[src/rtl/program_loader_pkg.sv]
// Shared definitions for the program loader: FSM encoding and the default
// widths that match the CPU program ROM.
package program_loader_pkg;

  localparam int DEF_ADDR_WIDTH   = 5;
  localparam int DEF_OPCODE_WIDTH = 4;

  // state    | meaning
  // ST_IDLE  | no program, waiting for start
  // ST_LOAD  | accepting opcodes into program memory
  // ST_RUN   | program valid, CPU may execute
  typedef enum logic [1:0] {
    ST_IDLE = 2'd0,
    ST_LOAD = 2'd1,
    ST_RUN  = 2'd2
  } state_e;

endpackage

[src/rtl/program_loader_if.sv]
// Opcode load stream: valid/ready handshake with a last-opcode qualifier.
interface program_loader_if
  import program_loader_pkg::*;
#(
  parameter int OPCODE_WIDTH = DEF_OPCODE_WIDTH
) ();

  logic                    inValid;
  logic [OPCODE_WIDTH-1:0] inData;
  logic                    inLast;
  logic                    inReady;

  modport master (output inValid, output inData, output inLast, input  inReady);
  modport slave  (input  inValid, input  inData, input  inLast, output inReady);

endinterface

[src/rtl/program_ram.sv]
// Program memory: synchronous write, combinational read. Contents are not
// reset so a program survives a loader reset until it is overwritten.
module program_ram
  import program_loader_pkg::*;
#(
  parameter int ADDR_WIDTH   = DEF_ADDR_WIDTH,
  parameter int OPCODE_WIDTH = DEF_OPCODE_WIDTH
) (
  input  logic                    clk,
  input  logic                    we,
  input  logic [ADDR_WIDTH-1:0]   waddr,
  input  logic [OPCODE_WIDTH-1:0] wdata,
  input  logic [ADDR_WIDTH-1:0]   raddr,
  output logic [OPCODE_WIDTH-1:0] rdata
);

  logic [OPCODE_WIDTH-1:0] mem_q [2**ADDR_WIDTH];

  // Write port
  always_ff @(posedge clk) begin
    if (we) mem_q[waddr] <= wdata;
  end

  assign rdata = mem_q[raddr];

endmodule

[src/rtl/program_loader.sv]
// Program loader: streams opcodes into program_ram, then releases the CPU.
// Optional macro PROGRAM_LOADER_CHECKSUM_EN enables the XOR checksum
// accumulator; without it the checksum port reads zero.
module program_loader
  import program_loader_pkg::*;
#(
  parameter int ADDR_WIDTH   = DEF_ADDR_WIDTH,
  parameter int OPCODE_WIDTH = DEF_OPCODE_WIDTH
) (
  input  logic                    clk,
  input  logic                    reset,
  input  logic                    start,
  program_loader_if.slave         ld,
  input  logic [ADDR_WIDTH-1:0]   addressIn,
  output logic [OPCODE_WIDTH-1:0] dataOut,
  output logic                    cpuRun,
  output logic [ADDR_WIDTH:0]     programLength,
  output logic [OPCODE_WIDTH-1:0] checksum
);

  localparam logic [ADDR_WIDTH-1:0] LAST_ADDR = '1;

  state_e                  state_q, state_d;
  logic [ADDR_WIDTH-1:0]   write_addr_q, write_addr_d;
  logic [ADDR_WIDTH:0]     prog_len_q, prog_len_d;
  logic                    in_ready_q, in_ready_d;
  logic                    cpu_run_q, cpu_run_d;
  logic                    xfer;
  logic [OPCODE_WIDTH-1:0] rd_data;

  assign xfer = (state_q == ST_LOAD) && in_ready_q && ld.inValid;

  // Next-state, address/length counters and registered handshake outputs
  always_comb begin
    state_d      = state_q;
    write_addr_d = write_addr_q;
    prog_len_d   = prog_len_q;
    case (state_q)
      ST_IDLE, ST_RUN: begin
        if (start) begin
          state_d      = ST_LOAD;
          write_addr_d = '0;
          prog_len_d   = '0;
        end
      end
      ST_LOAD: begin
        if (xfer) begin
          write_addr_d = write_addr_q + 1'b1;
          prog_len_d   = prog_len_q + 1'b1;
          // A full memory ends the load even without inLast, so the
          // wrapped write address is never used.
          if (ld.inLast || (write_addr_q == LAST_ADDR)) state_d = ST_RUN;
        end
      end
      default: state_d = ST_IDLE;
    endcase
    in_ready_d = (state_d == ST_LOAD);
    cpu_run_d  = (state_d == ST_RUN);
  end

  // FSM and counter registers
  always_ff @(posedge clk or negedge reset) begin
    if (!reset) begin
      state_q      <= ST_IDLE;
      write_addr_q <= '0;
      prog_len_q   <= '0;
      in_ready_q   <= 1'b0;
      cpu_run_q    <= 1'b0;
    end else begin
      state_q      <= state_d;
      write_addr_q <= write_addr_d;
      prog_len_q   <= prog_len_d;
      in_ready_q   <= in_ready_d;
      cpu_run_q    <= cpu_run_d;
    end
  end

`ifdef PROGRAM_LOADER_CHECKSUM_EN
  logic [OPCODE_WIDTH-1:0] checksum_q, checksum_d;

  // Checksum cleared with the counters on a new load, folded per transfer
  always_comb begin
    checksum_d = checksum_q;
    if (start && (state_q != ST_LOAD)) checksum_d = '0;
    else if (xfer)                     checksum_d = checksum_q ^ ld.inData;
  end

  // Checksum register
  always_ff @(posedge clk or negedge reset) begin
    if (!reset) checksum_q <= '0;
    else        checksum_q <= checksum_d;
  end

  assign checksum = checksum_q;
`else
  assign checksum = '0;
`endif

  program_ram #(
    .ADDR_WIDTH   (ADDR_WIDTH),
    .OPCODE_WIDTH (OPCODE_WIDTH)
  ) u_ram (
    .clk   (clk),
    .we    (xfer),
    .waddr (write_addr_q),
    .wdata (ld.inData),
    .raddr (addressIn),
    .rdata (rd_data)
  );

  assign ld.inReady    = in_ready_q;
  assign cpuRun        = cpu_run_q;
  assign programLength = prog_len_q;
  assign dataOut       = cpu_run_q ? rd_data : '0;

endmodule

[src/flat_wrapper.sv]
// flat-port wrapper written by rule: the top's interface ports become plain ports
module program_loader_flat import program_loader_pkg::*;
#(
  parameter int ADDR_WIDTH   = DEF_ADDR_WIDTH,
  parameter int OPCODE_WIDTH = DEF_OPCODE_WIDTH
)
  (clk, reset, start, addressIn, dataOut, cpuRun, programLength, checksum, ld_inValid, ld_inData, ld_inLast, ld_inReady);
  program_loader_if #(.OPCODE_WIDTH(OPCODE_WIDTH)) ld_i ();
  input  logic clk;
  input  logic reset;
  input  logic start;
  input  logic [ADDR_WIDTH-1:0] addressIn;
  output logic [OPCODE_WIDTH-1:0] dataOut;
  output logic cpuRun;
  output logic [ADDR_WIDTH:0] programLength;
  output logic [OPCODE_WIDTH-1:0] checksum;
  input wire logic [$bits(ld_i.inValid)-1:0] ld_inValid;
  input wire logic [$bits(ld_i.inData)-1:0] ld_inData;
  input wire logic [$bits(ld_i.inLast)-1:0] ld_inLast;
  output wire logic [$bits(ld_i.inReady)-1:0] ld_inReady;
  assign ld_i.inValid = ld_inValid;
  assign ld_i.inData = ld_inData;
  assign ld_i.inLast = ld_inLast;
  assign ld_inReady = ld_i.inReady;
  program_loader #(.ADDR_WIDTH(ADDR_WIDTH), .OPCODE_WIDTH(OPCODE_WIDTH)) u_core (.clk(clk), .reset(reset), .start(start), .ld(ld_i), .addressIn(addressIn), .dataOut(dataOut), .cpuRun(cpuRun), .programLength(programLength), .checksum(checksum));
endmodule
[config.mk]
export PLATFORM = sky130hd
export DESIGN_NAME = program_loader_flat
export DESIGN_NICKNAME = d
export VERILOG_FILES = /design/src/rtl/program_loader_pkg.sv /design/src/rtl/program_loader_if.sv /design/src/rtl/program_ram.sv /design/src/rtl/program_loader.sv /design/src/flat_wrapper.sv
export SDC_FILE = /design/constraint.sdc
export NUM_CORES = 1
export LEC_CHECK = 0
export ABC_AREA = 1
export BUFFER_PORTS_ARGS = -buffer_cell sky130_fd_sc_hd__buf_4
export CORE_MARGIN = 2
export CORE_UTILIZATION = 30
export CTS_CLUSTER_SIZE = 12
export DETAILED_ROUTE_END_ITERATION = 8
export SLEW_MARGIN = 5
export SYNTH_ARGS = -nofsm -noshare
export SYNTH_HDL_FRONTEND = slang
export SYNTH_HIERARCHICAL = 1
export SYNTH_SLANG_ARGS = --single-unit
[constraint.sdc]
create_clock -name clk -period 2.35 [get_ports clk]
set_input_delay 0.1175 -clock clk [delete_from_list [all_inputs] [get_ports clk]]
set_output_delay 0.1175 -clock clk [all_outputs]
set_load 0.1 [all_outputs]
After elaboration in Yosys (flattened, before gate mapping):

Memories as Yosys holds them, arrays and structs flattened.
Index checks and enable logic that the tools add are counted.

* input bits: 14
* memory bits (writable): 128
* memories: 1
* bits in latches: 0
* register bits after elaboration: 15
* word-level logic and storage cells: 35
* bits in read-only memories: 0

Memory list
* u_core.u_ram.mem_q: words 32, bits a word 4, read ports 1, clocked after memory_dff 0, write ports 1, RTL line program_ram.sv:17 `logic [OPCODE_WIDTH-1:0] mem_q [2**ADDR_WIDTH];`

* shifts and indexed selects: 0
* reduce and logical (&&, ||, !) cells: 7
* $lt $le $gt $ge: 0
* divide/modulo/power cells: 0
* $mul: 0
* $add $sub $neg: 2
* bitwise operators: 0
* multiplexer cells: 13
* equal/unequal tests: 7

Operators with widths (number)
* $mux W6: 2
* $pmux W6 S2: 1
* $mux W5: 2
* $pmux W5 S2: 1
* $add A6 B1 Y6 const B: 1
* $mux W2: 3
* $add A5 B1 Y5 const B: 1
* $eq A5 B5 Y1 const B: 1
* $eq A2 B1 Y1 const B: 2
* $eq A2 B2 Y1 const B: 2
* $mux W4: 1
* $ne A2 B2 Y1 const B: 2
* $pmux W2 S2: 1
* $reduce_and A3 Y1: 1
* $logic_and A1 B1 Y1: 2
* $logic_not A2 Y1: 1
* $mux W1: 2
* $reduce_bool A2 Y1: 1
* $reduce_or A2 Y1: 1
* $logic_or A1 B1 Y1: 1

Depth between registers and ports, before layout:

Gate-level depths: netlist of run 1.

* depth in word-level cells: 6
* gate-level depth with buffers: 12
* depth with buffers taken out: 11

By module:

Netlist of run 1, hierarchy kept.

Modules (own cells, without submodules)
* program_ram: seq. area each 3843.7 um2, instances 1, cells each 482, area an instance 5416.4 um2
* program_loader: seq. area each 375.4 um2, instances 1, cells each 103, area an instance 813.3 um2

Least setup slack after synthesis of run 1:

No wires, ideal clock.

* kind: flip-flop to flip-flop
* start: register u_core.in_ready_q, in the netlist u_core/ld.inReady
* end: memory u_core/u_ram/mem_q[11][0] in the netlist's numbering, enable pin
* data arrival time: 1.838 ns
* slack: 0.182 ns
* path buffers: 0
* stages on the path, launching flop included: 7
* required time: 2.021 ns
* cell sequence: dfrtp_1 > nand2_1 > inv_1 > nand2_4 > inv_1 > nand3_1 > nor2_1

* word-level cells in the longest chain between the ends: 4

RTL lines
* from (decl): RTL line program_loader.sv:26 `logic in_ready_q, in_ready_d;`
* from (signal assigned): RTL line program_loader.sv:73 `in_ready_q <= in_ready_d;`
* $logic_and A1 B1 Y1 (2 in a row): RTL line program_loader.sv:31 `assign xfer = (state_q == ST_LOAD) && in_ready_q && ld.inValid;`
* named net u_core.xfer: RTL line program_loader.sv:28 `logic xfer;`
* $mux W1: RTL line program_ram.sv:21 `if (we) mem_q[waddr] <= wdata;`
* $mux W1 (not written as such): RTL line program_ram.sv:21
* to (decl): RTL line program_ram.sv:17

The timed path passes the listed nets, and every way through them passes these cells.

Final worst setup path of run 1:

* start: register u_core.state_q[1]
* end: memory u_core/u_ram/mem_q[22][1] in the netlist's numbering, enable pin

* word-level cells in the longest chain between the ends: 5

RTL lines
* from (decl): RTL line program_loader.sv:23 `state_e state_q, state_d;`
* from (signal assigned): RTL line program_loader.sv:70 `state_q <= state_d;`
* $eq A2 B1 Y1: RTL line program_loader.sv:31
* $logic_and A1 B1 Y1 (2 in a row): RTL line program_loader.sv:31
* named net u_core.xfer: RTL line program_loader.sv:28
* $mux W1: RTL line program_ram.sv:21
* $mux W1 (not written as such): RTL line program_ram.sv:21

The timed path passes the listed nets, and every way through them passes these cells.

==> results.json, run 1 <==
{
  "status": "finished clean",
  "min_path_type": "in2reg",
  "mostFrequentLayoutCells": "210 x nand2_1, 128 x edfxtp_1, 116 x nand3_1",
  "clock_sinks": 143,
  "path_max_fanout": 8,
  "hold_viol": 0,
  "min_period_over_period": 0.8785,
  "critPathLaunchType": "flip-flop",
  "leakagePower_uw": 0.002760,
  "drv_slew": 0,
  "yosysSeqAreaShare": 0.6772,
  "cts_buffer_depth": 2,
  "wl_per_cell_microns": 14.96,
  "die_area_sq_um": 21940,
  "reg2reg_depth": 5,
  "peakVddDrop_uv": 617.4,
  "rows": 52,
  "worstReg2RegStart": "u_core/state_q[1]",
  "nets": 629,
  "initial_core_util": 0.3069,
  "antenna_found_initial": 0,
  "worst_slack_ps": 285.4,
  "slew_headroom": 0.6043,
  "antenna_cells": 0,
  "post_cts_buffers": 0,
  "skew_ps": 6.668,
  "ys.warnings.count": 6,
  "ys_types": 23,
  "syn2layout_area_growth_pct": 15.26,
  "reg2reg_to": "u_core/u_ram/mem_q[22][1]",
  "cts_resized": 0,
  "gp_congestion": 0.7805,
  "drt-pass1-iter-count": 5,
  "wl_microns": 13390,
  "grt_pass1_wl_microns": 21880,
  "syn_inst": 585,
  "period_needed_ps": 2065,
  "tns_ps": 0,
  "cts_buffers": 17,
  "grt_pass1_vias": 4089,
  "num_vias": 4201,
  "cts_tree": "done",
  "r2r_setup_slack_ps": 290,
  "setup.worst_path.class": "reg2reg",
  "setup_viol": 0,
  "endpoint": "u_core/u_ram/mem_q[22][1]",
  "fmax_mhz": 484.4,
  "grt-ovfl-total": 0,
  "final_antenna_net_count": 0,
  "drcViolationCount": 0,
  "layout_commonest_cell": "nand2_1",
  "portBuffers": 25,
  "ioPinCount": 30,
  "dieWidth_microns": 148.1,
  "nFillCells": 2027,
  "vias_per_cell": 4.694,
  "core-area_sq_um": 20300,
  "drv_cap": 0,
  "htree_levels": 4,
  "p_per_area_nw_per_um2": 903.6,
  "place_hpwl_microns": 8477,
  "dieHeight_microns": 148.1,
  "hold_slack_ps": 39.33,
  "rsz0062_at_grt": "false",
  "cts-root-buf": "clkbuf_16",
  "synth-seq-cells": 143,
  "endpoint_kind": "flip-flop",
  "synthesis.area_sq_um": 6230,
  "grt_max_degree": 33,
  "cp_data_arrival_time_ps": 2140,
  "clock_latency_ps": 420,
  "track_usage": 0.1310,
  "clk_pin_slew_ps": 60,
  "worstSetupStartpoint": "u_core/state_q[1]",
  "initialDrtViolationCount": 330,
  "pre_cts_slack_ps": 278.3,
  "layout-drive-gt1-share": 0.1136,
  "cp.required_ps": 2420,
  "worstMarginPinSlew_ps": 592.6,
  "synth.avg_cell_area_sq_um": 10.65
}
## critical path, cell delays in order, from the launching register on
cell,delay [ps]
dfrtp_1,410
nor2_4,220
nand2_4,100
inv_1,150
nand3_1,400
nor2_1,450
## through the flow
step,util,instance area [sq um],std cells,total power [uW]
floorplan,-,6241,588,3710
global placement,0.3251,6599,862,3962
detailed placement,0.3251,6599,862,3968
CTS,0.3537,7181,895,6539
global route,0.3537,7181,895,6764
finish,0.3537,7181,895,6489
## state kept, by name, indices dropped and copies added, names as in the netlist
register,count
u_core/u_ram/mem_q,128
u_core/programLength,6
u_core/write_addr_q,5
u_core/state_q,2
u_core/cpuRun,1
u_core/ld.inReady,1
## where the power goes
part / internal [uW] / switching, uW / total [uW] / leakage, uW
Combinational: 214 / 745 / 959 / 0.00113
Clock: 1560 / 1020 / 2580 / 0.000277
Sequential: 2860 / 92.6 / 2950 / 0.00135
## synthesized netlist by cell type
library cell / count / area, sq um
buf_6: 8 / 90.09
clkbuf_4: 1 / 7.510
dfrtp_1: 15 / 375.4
nand2_2: 1 / 6.260
clkbuf_8: 2 / 27.53
edfxtp_1: 128 / 3844
inv_2: 3 / 11.26
nand2_4: 1 / 11.26
nor2_4: 1 / 11.26
buf_4: 10 / 75.07
a21oi_2: 1 / 8.760
conb_1: 1 / 3.750
xor2_1: 1 / 8.760
o21ai_0: 8 / 40.04
nand3_1: 116 / 580.6
buf_2: 8 / 40.04
inv_4: 1 / 6.260
inv_1: 22 / 82.58
nand2_1: 210 / 788.3
nand4_1: 3 / 18.77
ha_1: 3 / 37.54
a21oi_1: 1 / 5.000
nor2_1: 40 / 150.1
## repair_timing
| action | 4_1_cts | 5_1_grt |
|---|---|---|
| endpoints found under the hold margin | 15 | 0 |
| setup endpoints to repair | 0 | 0 |
| hold buffers | 1 | 0 |
## worst min-delay path by stage
| stage | start | endpoint | slack [ps] | cells after the start |
|---|---|---|---|---|
| floorplan | reset | u_core/cpuRun | -180 | 0 |
| global placement | reset | u_core/programLength[3] | -20 | 1 |
| detailed placement | reset | u_core/programLength[3] | -10 | 1 |
| CTS | ld_inLast | u_core/cpuRun | 30 | 3 |
| global route | ld_inLast | u_core/state_q[1] | 40 | 3 |
| finish | ld_inLast | u_core/cpuRun | 40 | 3 |
## metal layers
layer | vias up | wire (microns) | GRT usage
met4 | 0 | 213 | 0.04381
met1 | 2017 | 6127 | 0.1738
li1 | 2040 | - | -
met3 | 17 | 747 | 0.03313
met5 | - | 0 | 0
met2 | 127 | 6299 | 0.2109
## kinds of logic (layout without fill, tap and decap cells)
family / after synthesis / after routing / share of synthesized area
and+or+nand+nor: 372 / 372 / 0.2515
DFF: 143 / 143 / 0.6772
buffers and inverters: 55 / 92 / 0.05463
AOI/OAI and AO/OA: 10 / 10 / 0.008636
adders and majority gates: 3 / 3 / 0.006026
other: 1 / 4 / 0.0006020
xor gates and xnor gates: 1 / 1 / 0.001406
## cell type report
cell class | instances | area, sq um | share of cell area
repair buffers | 34 | 270.3 | 0.03764
well taps | 270 | 337.8 | 0.04705
multi-input cells | 390 | 1682 | 0.2342
clock buffers | 18 | 429.2 | 0.05977
inverters | 26 | 100.1 | 0.01394
clock inverters | 14 | 142.6 | 0.01986
flip-flops and latches | 143 | 4219 | 0.5876
Note: power is estimated with default switching activity, not from simulation.
==> run 2, diff against run 1 <==
Settings changed: BUFFER_PORTS_ARGS -buffer_cell sky130_fd_sc_hd__buf_4 to default, DONT_BUFFER_PORTS from default to 1.
==> results.json, run 2 (same netlist as run 1, synthesis figures left out) <==
{
  "grt_max_degree": 66,
  "core-area_sq_um": 20300,
  "setup_viol": 0,
  "leakagePower_uw": 0.002748,
  "cts_buffer_depth": 2,
  "power_frac_comb": 0.146,
  "setup.worst_path.class": "reg2reg",
  "drv_slew": 0,
  "portBuffers": 0,
  "cts_buffers": 17,
  "critPathLaunchType": "flip-flop",
  "fmax_mhz": 470.6,
  "cts-root-buf": "clkbuf_16",
  "clock_latency_ps": 420,
  "layout-drive-gt1-share": 0.09416,
  "initial_core_util": 0.3069,
  "rsz0062_at_grt": "false",
  "track_usage": 0.1349,
  "cp_data_arrival_time_ps": 2210,
  "clock_sinks": 143,
  "hold_viol": 0,
  "cpPeakStageDelay_ps": 480,
  "mostFrequentLayoutCells": "210 x nand2_1, 128 x edfxtp_1, 116 x nand3_1",
  "path_max_fanout": 8,
  "slowest_stage": "nor2_1",
  "min_path_type": "in2reg",
  "switchingPower_uw": 1827,
  "grt_pass1_wl_microns": 22140,
  "worstSetupStartpoint": "u_core/state_q[1]",
  "gp_congestion": 0.7789,
  "num_vias": 4118,
  "slew_headroom": 0.5311,
  "cp.required_ps": 2430,
  "top_register": "u_core/u_ram/mem_q",
  "dieWidth_microns": 148.1,
  "final_antenna_net_count": 0,
  "syn2layout_area_growth_pct": 16.13,
  "instances_no_fill": 886,
  "pwr-share-seq": 0.446,
  "status": "finished clean",
  "worstMarginPinSlew_ps": 701.1,
  "critical_path_buf_inv_count": 1,
  "skew_ps": 7.732,
  "endpoint_kind": "flip-flop",
  "pwr-share-clk": 0.409,
  "drcViolationCount": 0,
  "min_period_over_period": 0.9043,
  "rows": 52,
  "met1_length_microns": 6145,
  "period_needed_ps": 2125,
  "wl_per_cell_microns": 15.72,
  "nets": 620,
  "drt-pass1-iter-count": 5,
  "cts_tree": "done",
  "initialDrtViolationCount": 337,
  "p_per_area_nw_per_um2": 908.6,
  "switching_share": 0.2779,
  "hold_path_startpoint": "ld_inData[0]",
  "tns_ps": 0,
  "cp_top_family": "simple AND/OR/NAND/NOR gates",
  "grt_pass1_vias": 4092,
  "path_cells": "nor2_4, nand2_4, inv_1, nand3_1, nor2_1",
  "grt-ovfl-total": 0,
  "place_hpwl_microns": 8365,
  "peakVddDrop_uv": 634.2,
  "clk_pin_slew_ps": 60,
  "layout_commonest_cell": "nand2_1",
  "antenna_cells": 0,
  "wl_met3_microns": 936,
  "vias_per_cell": 4.648,
  "dieHeight_microns": 148.1,
  "largest_reg_flops": 128,
  "worstReg2RegStart": "u_core/state_q[1]",
  "p_int_uw": 4746,
  "highest_layer": "met4",
  "drv_cap": 0,
  "route.met2.wl_microns": 6637,
  "antenna_found_initial": 0,
  "die_area_sq_um": 21940,
  "htree_levels": 4,
  "ioPinCount": 30,
  "wl_microns": 13920,
  "placedCellCount": 845
}
## run 2: final timing paths
check	end	slack (ps)	cells after the start
hold reg to reg	u_core/write_addr_q[1]	590	2
setup / recovery	u_core/u_ram/mem_q[1][3]	220	5
max in group asynchronous	u_core/write_addr_q[4]	1720	1
setup reg to reg	u_core/u_ram/mem_q[1][3]	220	5
hold / removal	u_core/u_ram/mem_q[5][0]	10	1
min in group asynchronous	u_core/programLength[3]	180	1
## run 2: metal layers
layer | vias up | global-route usage
met5 | - | 0
met4 | 0 | 0.04905
met3 | 19 | 0.04202
met2 | 133 | 0.2171
met1 | 1945 | 0.1722
li1 | 2021 | -
## run 2: area by class of cell
type,count,area (sq um)
multi-input combinational,390,1682
timing repair buffer,25,300.3
sequential,143,4219
clock inverter,15,170.2
fill,1989,13070
tap,270,337.8
clock buffer,17,425.4
inverter,26,100.1
## run 2: power groups by stage
stage / sequential (uW) / clock (uW) / combinational, uW
2_1_floorplan: 3210 / 0 / 505
3_3_place_gp: 2980 / 0 / 888
3_5_place_dp: 2980 / 0 / 888
4_1_cts: 2930 / 2730 / 964
5_1_grt: 2940 / 2850 / 1030
6_report: 2930 / 2690 / 958
## run 2: what timing repair did
action | 4_1_cts | 5_1_grt
setup buffers | 0 | 0
hold endpoints to repair | 147 | 0
hold buffers | 9 | 0
gates resized for setup | 0 | 0
## run 2: metrics by stage
| stage | total power, uW | hold slack [ps] | setup WS (ps) | area (sq um) | util |
|---|---|---|---|---|---|
| 3_3_place_gp | 3869 | -177.6 | 261.1 | 6509 | 0.3206 |
| 5_1_grt | 6822 | 7.673 | 36.90 | 7234 | 0.3564 |
| 2_1_floorplan | 3710 | -178.1 | 182.4 | 6241 | - |
| 3_5_place_dp | 3870 | -177.7 | 198.7 | 6509 | 0.3206 |
| 4_1_cts | 6626 | 6.565 | 188.3 | 7234 | 0.3564 |
| 6_report | 6573 | 9.862 | 224.9 | 7234 | 0.3564 |
